**config.mk**
```make
export PLATFORM = sky130hd
export DESIGN_NAME = nec_divider_n
export DESIGN_NICKNAME = d
export VERILOG_FILES = /design/src/rtl/nec_divider_n.sv
export SDC_FILE = /design/constraint.sdc
export NUM_CORES = 1
export LEC_CHECK = 0
export BUFFER_PORTS_ARGS = -buffer_cell sky130_fd_sc_hd__buf_4
export CORE_AREA = 2 2 120 122
export DETAILED_ROUTE_END_ITERATION = 7
export DIE_AREA = 0 0 122 124
export PLACE_DENSITY = 0.87
export SYNTH_ARGS = -nofsm -noshare
export SYNTH_HDL_FRONTEND = slang
export SYNTH_SLANG_ARGS = --single-unit
```
**constraint.sdc**
```tcl
create_clock -name clk -period 3.1 [get_ports clk]
set_input_delay 0.465 -clock clk [delete_from_list [all_inputs] [get_ports clk]]
set_output_delay 0.465 -clock clk [all_outputs]
set_load 0.02 [all_outputs]
```
**src/rtl/nec_divider_n.sv**
```systemverilog
`default_nettype none
// nec_divider_n: iterative restoring divider, 2QW/QW (wide) or QW/(QW/2), signed or unsigned. Rev 1.0
// Define NEC_DIV_EARLY_OVF_EN to reject oversized quotients at the accepting edge.
module nec_divider_n #(
  parameter int QW = 16
) (
  input  logic            clk,
  input  logic            reset,
  input  logic            ce,
  input  logic            start,
  input  logic            wide,
  input  logic            signed_mode,
  input  logic [2*QW-1:0] a,
  input  logic [QW-1:0]   b,
  output logic            busy,
  output logic            done,
  output logic            overflow,
  output logic            dbz,
  output logic [QW-1:0]   quot,
  output logic [QW-1:0]   rem
);
  localparam int HW = QW / 2;
  localparam int CW = $clog2(2 * QW);

  typedef enum logic [1:0] {
    IDLE   = 2'd0,
    RUN    = 2'd1,
    FINISH = 2'd2
  } state_t;

  state_t state, state_next;

  logic            wide_q, signed_q, qneg_q, rneg_q;
  logic [QW-1:0]   acc_q, dvs_q;
  logic [2*QW-1:0] sh_q;
  logic [CW-1:0]   cnt_q;

  logic [2*QW-1:0] a_ext, a_mag;
  logic [QW-1:0]   b_ext, b_mag;
  logic            a_neg, b_neg, b_zero, early_ovf;

  // Sign-extend the active operand fields so one magnitude path serves both modes.
  always_comb begin
    a_ext  = wide ? a : {{QW{signed_mode & a[QW-1]}}, a[QW-1:0]};
    b_ext  = wide ? b : {{HW{signed_mode & b[HW-1]}}, b[HW-1:0]};
    a_neg  = signed_mode & a_ext[2*QW-1];
    b_neg  = signed_mode & b_ext[QW-1];
    a_mag  = a_neg ? -a_ext : a_ext;
    b_mag  = b_neg ? -b_ext : b_ext;
    b_zero = (b_ext == '0);
  end

`ifdef NEC_DIV_EARLY_OVF_EN
  assign early_ovf = (a_mag >> (wide ? QW : HW)) >= {{QW{1'b0}}, b_mag};
`else
  assign early_ovf = 1'b0;
`endif

  logic [QW:0]   trial, trial_sub;
  logic          qbit;
  logic [QW-1:0] acc_next;

  assign trial     = {acc_q, sh_q[2*QW-1]};
  assign trial_sub = trial - {1'b0, dvs_q};
  assign qbit      = ~trial_sub[QW];
  assign acc_next  = qbit ? trial_sub[QW-1:0] : trial[QW-1:0];

  logic [2*QW-1:0] qmag, lim;
  logic [QW-1:0]   qs, rs, quot_res, rem_res;
  logic            ovf_fin;

  always_comb begin
    qmag = wide_q ? sh_q : {{QW{1'b0}}, sh_q[QW-1:0]};
    lim  = {{(2*QW-1){1'b0}}, 1'b1} << (wide_q ? QW - 1 : HW - 1);
    if (!signed_q)
      ovf_fin = wide_q ? (qmag[2*QW-1:QW] != '0) : (qmag[2*QW-1:HW] != '0);
    else if (qneg_q)
      ovf_fin = qmag > lim;
    else
      ovf_fin = qmag >= lim;
    qs       = qneg_q ? -qmag[QW-1:0] : qmag[QW-1:0];
    rs       = rneg_q ? -acc_q : acc_q;
    quot_res = wide_q ? qs : {{HW{1'b0}}, qs[HW-1:0]};
    rem_res  = wide_q ? rs : {{HW{1'b0}}, rs[HW-1:0]};
  end

  always_ff @(posedge clk) begin
    if (reset)
      state <= IDLE;
    else if (ce)
      state <= state_next;
  end

  always_comb begin
    state_next = state;
    busy       = 1'b0;
    case (state)
      IDLE:    if (start && !b_zero && !early_ovf) state_next = RUN;
      RUN: begin
        busy = 1'b1;
        if (cnt_q == '0) state_next = FINISH;
      end
      FINISH: begin
        busy       = 1'b1;
        state_next = IDLE;
      end
      default: state_next = IDLE;
    endcase
  end

  always_ff @(posedge clk) begin
    if (reset) begin
      done     <= 1'b0;
      overflow <= 1'b0;
      dbz      <= 1'b0;
      quot     <= '0;
      rem      <= '0;
      wide_q   <= 1'b0;
      signed_q <= 1'b0;
      qneg_q   <= 1'b0;
      rneg_q   <= 1'b0;
      acc_q    <= '0;
      dvs_q    <= '0;
      sh_q     <= '0;
      cnt_q    <= '0;
    end else if (ce) begin
      case (state)
        IDLE: begin
          done <= 1'b0;
          if (start) begin
            overflow <= 1'b0;
            dbz      <= 1'b0;
            wide_q   <= wide;
            signed_q <= signed_mode;
            qneg_q   <= a_neg ^ b_neg;
            rneg_q   <= a_neg;
            acc_q    <= '0;
            dvs_q    <= b_mag;
            // Left-align the dividend so the first step sees its MSB in both modes.
            sh_q     <= wide ? a_mag : {a_mag[QW-1:0], {QW{1'b0}}};
            cnt_q    <= wide ? CW'(2 * QW - 1) : CW'(QW - 1);
            if (b_zero) begin
              done <= 1'b1;
              dbz  <= 1'b1;
            end else if (early_ovf) begin
              done     <= 1'b1;
              overflow <= 1'b1;
            end
          end
        end
        RUN: begin
          acc_q <= acc_next;
          sh_q  <= {sh_q[2*QW-2:0], qbit};
          if (cnt_q != '0) cnt_q <= cnt_q - 1'b1;
        end
        FINISH: begin
          done <= 1'b1;
          if (ovf_fin) begin
            overflow <= 1'b1;
          end else begin
            quot <= quot_res;
            rem  <= rem_res;
          end
        end
        default: ;
      endcase
    end
  end

endmodule
`default_nettype wire

```
; ---- After elaboration in Yosys (flattened, before gate mapping)
; Cells that the tools add are included.
[totals]
ff_bits = 110
input_bits = 54
output_inout_bits = 36
elab_cells = 88
[classes]
n_addsub = 6
magnitude_cmp = 2
n_eq_ne = 7
shifts = 1
n_mux = 33
bitwise_logic = 7
reduce_logical = 18
[ops]
columns = operator, n
row1 = $mux 32, 5
row2 = $mux 16, 8
row3 = $pmux 32 s2, 1
row4 = $neg 16->16, 3
row5 = $ge 32x32->1, 1
row6 = $gt 32x32->1, 1
row7 = $neg 32->32, 1
row8 = $pmux 16 s2, 1
row9 = $shl 1x4->32 const A, 1
row10 = $reduce_bool 24->1, 1
row11 = $sub 17x16->17, 1
row12 = $logic_not 16->1, 1
row13 = $reduce_bool 16->1, 1
row14 = $mux 5, 3
row15 = $reduce_and 3->1, 4
row16 = $ne 2x2->1 const B, 5
row17 = $pmux 5 s2, 1
row18 = $mux 1, 8
row19 = $reduce_and 4->1, 2
row20 = $logic_not 5->1, 1
row21 = $reduce_bool 5->1, 1
row22 = $sub 5x1->5 const B, 1
row23 = $and 1x1->1, 4
row24 = $mux 2, 2
row25 = 13 further kinds, 16

; ---- Depth between registers and ports, before layout
; Gate-level depths: netlist of run 1.
[depth]
word_depth = 7
ltp_mapped = 12
ltp_nobuf = 10

; ---- Worst setup path before layout of run 1
; Ideal clock, no wire load.
[synth_path]
kind = reg2reg
from = reg sh_q[31]
to = reg acc_q[15]
setup_ps = 69
t_arrival_ps = 2532
required_time_ps = 3031
slack_ps = 499
stages_incl_launch_ff = 11
n_path_buf = 0
period_less_slack_ps = 2601
cell_sequence = dfxtp_1 > inv_1 > ha_1 > inv_1 > fa_1 > a211oi_2 > o211ai_1 > and3_1 > a221o_1 > or4_1 > o21ai_1
[synth_via]
elab_chain_cells = 3
[synth_rtl]
columns = element, line
row1 = "start, declared", 35  ; logic [2*QW-1:0] sh_q;
row2 = "start signal, assigned", 140  ; sh_q <= wide ? a_mag : {a_mag[QW-1:0], {QW{1'b0}}};
row3 = "start signal, assigned", 153  ; sh_q <= {sh_q[2*QW-2:0], qbit};
row4 = $sub 17x16->17, 64  ; assign trial_sub = trial - {1'b0, dvs_q};
row5 = $mux 16, 66  ; assign acc_next = qbit ? trial_sub[QW-1:0] : trial[QW-1:0];
row6 = $pmux 16 s2, 127  ; case (state)
row7 = "end signal, assigned", 152  ; acc_q <= acc_next;
row8 = "end, declared", 34  ; logic [QW-1:0] acc_q, dvs_q;
; Every way passes these cells.
; A chain may end at the register's enable or synchronous reset.

; ---- Worst setup path after layout of run 1
; Ends and elaborated chain as after synthesis.

==> results of run 1 <==
[layout by cell type, fill, tap and decap left out, drive strengths merged, types with 25 or more instances in the layout]
master and count:
xnor2 43, inv 34, nor3 25, ha 27, a21oi 61, xor2 28, buf 109, nand2 109
a211oi 26, o21ai 52, dfxtp 110, nor2 81, nand3 32
[path summary, 6_finish.rpt]
kind / start / end / slack, ns
setup reg to reg: sh_q[31]$_SDFFE_PP0P_ / acc_q[15]$_SDFFE_PP0P_ / 0.18
hold / removal: b[0] / dvs_q[0]$_SDFFE_PP0P_ / 0.38
setup / recovery: sh_q[31]$_SDFFE_PP0P_ / acc_q[15]$_SDFFE_PP0P_ / 0.18
hold reg to reg: rem[12]$_SDFFE_PP0P_ / rem[12]$_SDFFE_PP0P_ / 0.45
[worst max-delay path, delay by kind of cell, from the launching register on]
kind,cells,cell delay [ns]
fa+ha+maj,2,0.55
flops,1,0.33
buf+inv,2,0.17
simple gates,2,0.78
compound gates,4,1.02
[where the power goes]
group / switching (W) / internal [W]
logic: 0.000555 / 0.000394
clock network: 0.000529 / 0.000810
registers: 0.0000618 / 0.00147
total: 0.00115 / 0.00268
[repair_timing]
action	4_1_cts	5_1_grt
gates resized for setup	0	3
setup endpoints to repair	0	15
buffers inserted	0	1
[kinds of logic after synthesis]
group / after synthesis / share of synthesized area [%]
flops: 110 / 29.5
simple gates: 341 / 22.4
fa+ha+maj: 28 / 4.80
buf+inv: 90 / 5.27
mux: 17 / 2.33
compound gates: 283 / 27.3
xor+xnor: 71 / 8.34
[layout make-up]
| class | instances | area share [%] |
|---|---|---|
| clock inverters | 5 | 1.24 |
| repair buffers | 109 | 9.52 |
| clock buffers | 10 | 2.78 |
| flip-flops and latches | 110 | 25.6 |
| multi-input cells | 741 | 56.8 |
| inverters | 34 | 1.48 |
| well taps | 180 | 2.62 |
[per-layer routing]
layer | global-route usage [%] | wire length, um | up-vias | part of all wire (%)
met1 | 38.6 | 9300 | 3427 | 46
met2 | 41.2 | 8840 | 350 | 43
met5 | 0 | 0 | - | 0
li1 | - | - | 3632 | -
met3 | 4.81 | 1930 | 32 | 9.5
met4 | 9.63 | 356 | 0 | 1.7
[flip-flops by register name (all words and copies together) (netlist names)]
name / count
cnt_q: 5
qneg_q: 1
overflow: 1
quot: 16
done: 1
state: 2
rneg_q: 1
acc_q: 16
wide_q: 1
signed_q: 1
rem: 16
dvs_q: 16
sh_q: 32
dbz: 1
[per-stage QoR]
| stage | worst slack, ns | cell area, um2 | cells |
|---|---|---|---|
| after floorplan | 0.499 | 7450 | 940 |
| after global placement | 0.193 | 8230 | 1172 |
| after detailed placement | 0.0897 | 8230 | 1172 |
| after CTS | 0.0777 | 8580 | 1187 |
| after global routing | 0.0372 | 8600 | 1189 |
| final | 0.176 | 8600 | 1189 |
==> results by stage, run 1 <==
Status:
- The run finished with clean final reports.

Pwr:
- The leakage dissipation is 3.35 nW.
- The maximum resistive drop on vdd is 278 uV.
- The design draws 0.00382 W.
- Dividing total power by cell area gives a power density of 445 nW/um2.

Yosys:
- After synthesis, the share of flip-flops with an asynchronous set or reset is 0%.
- The synthesized net count is 1022.
- Counting distinct cell types in the post-synthesis netlist gives 76.
- By count the netlist is led by dfxtp_1 (110), nand2_1 (109), nor2_1 (81), a21oi_1 (61), o21ai_0 (50).
- Ranked by total cell area, the synthesized netlist is headed by dfxtp_1 (30%), nand2_1 (5.5%), xnor2_1 (5.1%).
- During synthesis, Yosys emitted a total of 0 warnings.
- The synthesized cell area is 7450 um2.
- Yosys mapped a number of flops with a built-in enable equal to 0.
- Among all flip-flop cells after synthesis, the most frequent one is dfxtp_1.
- By instance count, the leading cell after synthesis is dfxtp_1.
- Synthesis produced 940 cells.
- The biggest area contributor in the post-synthesis netlist is dfxtp_1.
- The number of synthesized register bits is 110.
- Dividing the synthesized area by the synthesized cell count gives 7.93 um2.
- The area share of the largest cell type after synthesis is 29.5%.
- The part of the Yosys area used for sequential elements is 29.5%.

Finish:
- The total number of nets in the final design is 1087.
- The layout has 1239 filler cells.
- Summing all multi-input logic gate instances after layout gives 4880 um2.
- The area added between synthesis and finish is 15.4%.
- The proportion of layout cells with a drive suffix above 1 is 16.7%.
- The repair_antennas step left the layout with diodes totalling 0.
- Registers take 2200 um2.
- Measured on the finished design, the core utilization comes to 62.7%.

CTS:
- The library cell used as clock root buffer is clkbuf_16.
- TritonCTS built the clock tree.
- The source-to-sink clock delay at the later pin of the worst-skew pair is 0.36 ns.
- TritonCTS created 9 clock buffers.
- After clock tree synthesis, the clock-pin slew on the worst setup and hold paths is 0.07 ns.
- The H-tree generated during clock tree synthesis spans 3 levels.
- The cts-stage hold buffer count is 0.
- The maximum count of clock buffers along a single path is 2.
- The TritonCTS sink count is 110.

STA:
- The worst path uses 94.3% of the clock period.
- The actual slew at the worst max-slew pin is 1.02 ns.
- The highest clock rate is 0.342 GHz.
- The worst slew margin relative to its limit is 31.8%.
- The time the final worst path needs with I/O delays and setup is 2.92 ns.
- The final count of pins violating max slew is 0.
- Setup repair after global routing left no endpoint under its margin.
- The setup TNS is 0 ns.
- Setup violations remaining at the end of the flow were counted as 0.
- The worst setup skew after layout is 0.00960 ns.
- The post-route worst hold slack is 0.383 ns.
- The hold violation count in the final report came to 0.

Routing:
- Detailed routing inserted a total of 7441 vias.
- After the first detailed-routing iteration, the DRC count stood at 887.
- In this run the remaining antenna-violating nets after routing total 0.
- The post-detailed-route DRC marker count is 0.
- The sum of routed wire length over all layers is 20400 um.
- The number of iterations in the first detailed-routing pass is 6.
- The per-cell via count in the routed design is 6.26.
- The detail-routed net length per standard cell is 17.2 um.

Floorplan:
- The initial core utilization is 54.3%.
- After floorplanning, the core was divided into 43 placement rows.
- In this run the vertical extent of the chip is 124 um.
- The total die area is 15100 um2.
- The x dimension of the die is 122 um.
- The number of ports placed on the die boundary is 90.
- The region available for standard cell placement spans 13700 um2.

Global routing:
- For this run the aggregate overflow at the end of global routing stands at 0.
- The global-route total usage across every layer is 27.1%.
- The via count of the first global-routing pass is 6639.
- The global-route wire length before repair is 33100 um.
- The number of antenna violations at the first check in global routing is 0.
- The maximum number of pins on one net before global-route repair is 76.

Critical path:
- For this run, the slowest stage of the critical path takes 0.52 ns.
- The data arrival time of the worst path is 3.22 ns.
- The cell with the largest stage delay on the worst path is or4_1.
- The worst endpoint required time is 3.40 ns.
- The kind of end point of the critical path is a flip-flop.
- The setup path with the least slack is of type reg -> reg.
- Counting cells, the worst reg-to-reg path comes to 10.
- By instance count, the cell type seen most on the critical path is inv_1.
- The category of the worst setup path launch point is a flip-flop.
- Along the worst path, the maximum fanout reaches 5.
- Traced cell by cell, the critical path runs through inv_1, ha_1, inv_1, fa_2, a211oi_2, o211ai_1, and3_2, a221o_2, or4_1, o21ai_1.

Placement:
- Routability-driven placement finished with a final weighted congestion of 0.958.
- The half-perimeter wire length after detailed placement is 15000 um.
- The count of input and output buffers is 89.

Min path:
- In this run the worst hold path is classified as in -> reg.
- The depth of the worst hold-timing path is 3.

Run:
- The count of maximum capacitance violations is 0.
No activity file was read; power rests on OpenSTA's default activity.
==> inputs of run 2 (changes only) <==
--- a/config.mk
+++ b/config.mk
@@ -6,10 +6,10 @@
 export NUM_CORES = 1
 export LEC_CHECK = 0
 export BUFFER_PORTS_ARGS = -buffer_cell sky130_fd_sc_hd__buf_4
-export CORE_AREA = 2 2 120 122
+export CORE_AREA = 2 2 145 147
 export DETAILED_ROUTE_END_ITERATION = 7
-export DIE_AREA = 0 0 122 124
-export PLACE_DENSITY = 0.87
+export DIE_AREA = 0 0 147 149
+export PLACE_DENSITY = 0.67
 export SYNTH_ARGS = -nofsm -noshare
 export SYNTH_HDL_FRONTEND = slang
 export SYNTH_SLANG_ARGS = --single-unit
==> run 2 against run 1 <==
Sequential share of layout area down 0.27 points. Sequential cell count unchanged. Die area increased by 45%. Largest cell class unchanged.
==> results by stage, run 2 (same netlist as run 1, synthesis figures left out) <==
Placement:
- The weighted congestion reported at the end of routability-driven placement came to 0.919 (-4.1%).
- The instance count after placement with tap cells included was 1272 (+8.5%).
- The half-perimeter wire length after detailed placement is 15900 um (+6.0%).
- The worst-case setup slack after placement came to 0.189 ns (+0.0997 ns).
- The count of input and output buffers is 89 (unchanged).

Routing:
- The number of iterations in the first detailed-routing pass is 7 (+1).
- The routed via count is 7260 (-2.4%).
- The sum of routed wire length over all layers is 21100 um (+3.3%).
- The number of nets with antenna violations after detailed routing is 0 (unchanged).
- The per-cell via count in the routed design came to 5.63 (-10%).
- The detail-routed net length per standard cell is 16.4 um (-4.7%).
- The post-detailed-route DRC marker count is 0 (unchanged).
- The count of routing violations after the opening detailed-route iteration came to 717 (-19%).

STA:
- The hold violation count in the final report is 0 (unchanged).
- The setup slack of the critical path after layout is 0.163 ns (-0.0125 ns).
- The actual slew at the worst max-slew pin is 1.14 ns (+0.121 ns).
- The worst setup skew after layout is 0.0111 ns (+0.00151 ns).
- Setup repair after global routing left no endpoint under its margin.
- The worst slew margin relative to its limit is 23.7% (-8.1 points).
- The time the final worst path needs with I/O delays and setup is 2.94 ns (+0.0125 ns).
- The setup-violating endpoint count in the final report was 0 (unchanged).
- The final period utilization came to 94.7% (+0.40 points).
- The highest clock rate is 0.341 GHz (-0.42%).
- The setup TNS is 0 ns (unchanged).
- The final count of pins violating max slew was 0 (unchanged).

Min path:
- The worst hold path terminates at dvs_q[0]$_SDFFE_PP0P_.
- The worst hold path belongs to the class in -> reg.
- The beginning of the worst hold path is b[0].
- The depth of the worst hold-timing path came to 3 (unchanged).

Critical path:
- The worst endpoint required time is 3.35 ns (-0.05 ns).
- The number of cells on the worst reg-to-reg path was 11 (+1).
- The worst setup path is captured at a flip-flop.
- In this run the critical register-to-register path is captured at acc_q[9]$_SDFFE_PP0P_.
- The data arrival time of the worst path is 3.19 ns (-0.03 ns).
- The path type of the worst setup path is reg -> reg.
- The worst flop-to-flop path startpoint is sh_q[31]$_SDFFE_PP0P_.
- The largest fanout of any net on the critical path is 9 (+4).
- The category of the worst setup path launch point is a flip-flop.
- The worst reg-to-reg setup slack was 0.16 ns (about the same).

Floorplan:
- The number of ports placed on the die boundary came to 90 (unchanged).
- The floorplan core area is 20600 um2 (+50%).
- The floorplan row count is 53 (+23%).
- The die span in y is 149 um (+20%).
- The initial core utilization is 36.3% (-18 points).
- The x dimension of the die is 147 um (+20%).
- The total die area is 21900 um2 (+45%).

Pwr:
- The power density relative to cell area is 420 nW/um2 (-5.6%).
- The maximum resistive drop on vdd is 225 uV (-19%).
- The leakage dissipation is 3.35 nW (about the same).

Status:
- The run finished with clean final reports.

Finish:
- Leaving out fill and tap cells, the most frequent cell in the layout is buf_4.
- The post-layout utilization of the core was 42.3% (-20 points).
- The register name with the most flops is sh_q.
- The flip-flop count of the largest register after layout came to 32 (unchanged).
- Leaving out fill and tap cells, the most frequent cells in the layout are buf_4 (114), dfxtp_1 (110), nand2_1 (109), nor2_1 (81), a21oi_1 (61).
- The area added between synthesis and finish is 16.6%.
- The final antenna diode count came to 0 (unchanged).
- The proportion of layout cells with a drive suffix above 1 is 16.9% (+0.11 points).
- The number of filler instances in the final layout came to 2119 (+71%).
- The number of standard cells in the final layout excluding fillers came to 1289 (+8.4%).
- The total number of nets in the final design is 1091 (+0.37%).

CTS:
- The total CTS buffers is 9 (unchanged).
- The level count of the clock H-tree was 3 (unchanged).
- The TritonCTS sink count is 110 (unchanged).
- The source-to-sink clock delay at the later pin of the worst-skew pair is 0.36 ns (about the same).
- The library cell used as clock root buffer is clkbuf_16.
- The clock tree from TritonCTS is done.
- The CTS clock-pin slew for the worst setup and hold paths was 0.08 ns (about the same).
- The maximum count of clock buffers along a single path is 2 (unchanged).

Global routing:
- The via count of the first global-routing pass is 6640 (+0.015%).
- The number of antenna violations at the first check in global routing is 0 (unchanged).
- The maximum number of pins on one net before global-route repair is 49 (-36%).
- The global-route total usage across every layer is 19.3% (-7.9 points).
- The global-route wire length before repair is 34700 um (+4.9%).
- The total congestion overflow after global routing is 0 (unchanged).

Run:
- The count of maximum capacitance violations is 0 (unchanged).
==> run 2: cell count changes in the layout (fill, tap and decap cells not counted), sizes merged <==
cell / change
a221o: -1
clkinvlp: +1
clkbuf: +1
buf: +5
bufinv: -2
clkinv: +1
==> run 2: critical path, cell delays in order, from the launching register on <==
cell and delay, ns:
dfxtp_1 0.33, inv_1 0.10, ha_1 0.17, inv_1 0.06
fa_1 0.43, a211oi_2 0.30, o211ai_1 0.17, and3_1 0.23
a221o_2 0.45, buf_4 0.22, and3_1 0.17, a211o_1 0.22
==> run 2: final cells by class <==
cell class                      count  area, um2  share of cell area [%]
Tap cell                          275        344                    3.96
Sequential cell                   110       2200                    25.3
Timing Repair Buffer              114        856                    9.85
Inverter                           34        128                    1.47
Multi-Input combinational cell    740       4870                    56.0
Clock buffer                       11        233                    2.68
Clock inverter                      5       58.8                   0.677
==> run 2: worst max path at each step <==
stage,from,to,cells after the start
finish,sh_q[31]$_SDFFE_PP0P_,acc_q[9]$_SDFFE_PP0P_,11
global route,sh_q[31]$_SDFFE_PP0P_,acc_q[9]$_SDFFE_PP0P_,11
CTS,sh_q[31]$_SDFFE_PP0P_,acc_q[9]$_SDFFE_PP0P_,11
detailed placement,sh_q[31]$_SDFFE_PP0P_,acc_q[9]$_SDFFE_PP0P_,11
global placement,sh_q[31]$_SDFFE_PP0P_,acc_q[9]$_SDFFE_PP0P_,11
floorplan,sh_q[31]$_SDFFE_PP0P_,acc_q[15]$_SDFFE_PP0P_,10
==> run 2: metrics by stage <==
step,power [W],hold WS [ns],area [um2]
2_1_floorplan,0.00220,0.425,7450
3_3_place_gp,0.00247,0.442,8390
3_5_place_dp,0.00248,0.445,8390
4_1_cts,0.00365,0.397,8680
5_1_grt,0.00383,0.401,8690
6_report,0.00365,0.404,8690
==> run 2: what timing repair did <==
action                     CTS  global route
setup buffers                0             1
hold buffers                 0             0
setup endpoints to repair    0            12
gates resized for setup      0             2
==> run 2: power breakdown <==
group          leakage, nW  switching (W)  total (W)  internal [W]
logic                 2.32       0.000545   0.000935      0.000390
clock network        0.136       0.000551    0.00118      0.000630
registers            0.893      0.0000589    0.00153       0.00147
==> run 2: layer usage <==
metal	global-route usage, %	wire [um]	vias to the layer above
met5	0	0	-
met1	29.2	10700	3379
met4	4.18	182	0
met2	28.7	8970	242
li1	-	-	3629
met3	3.00	1250	10
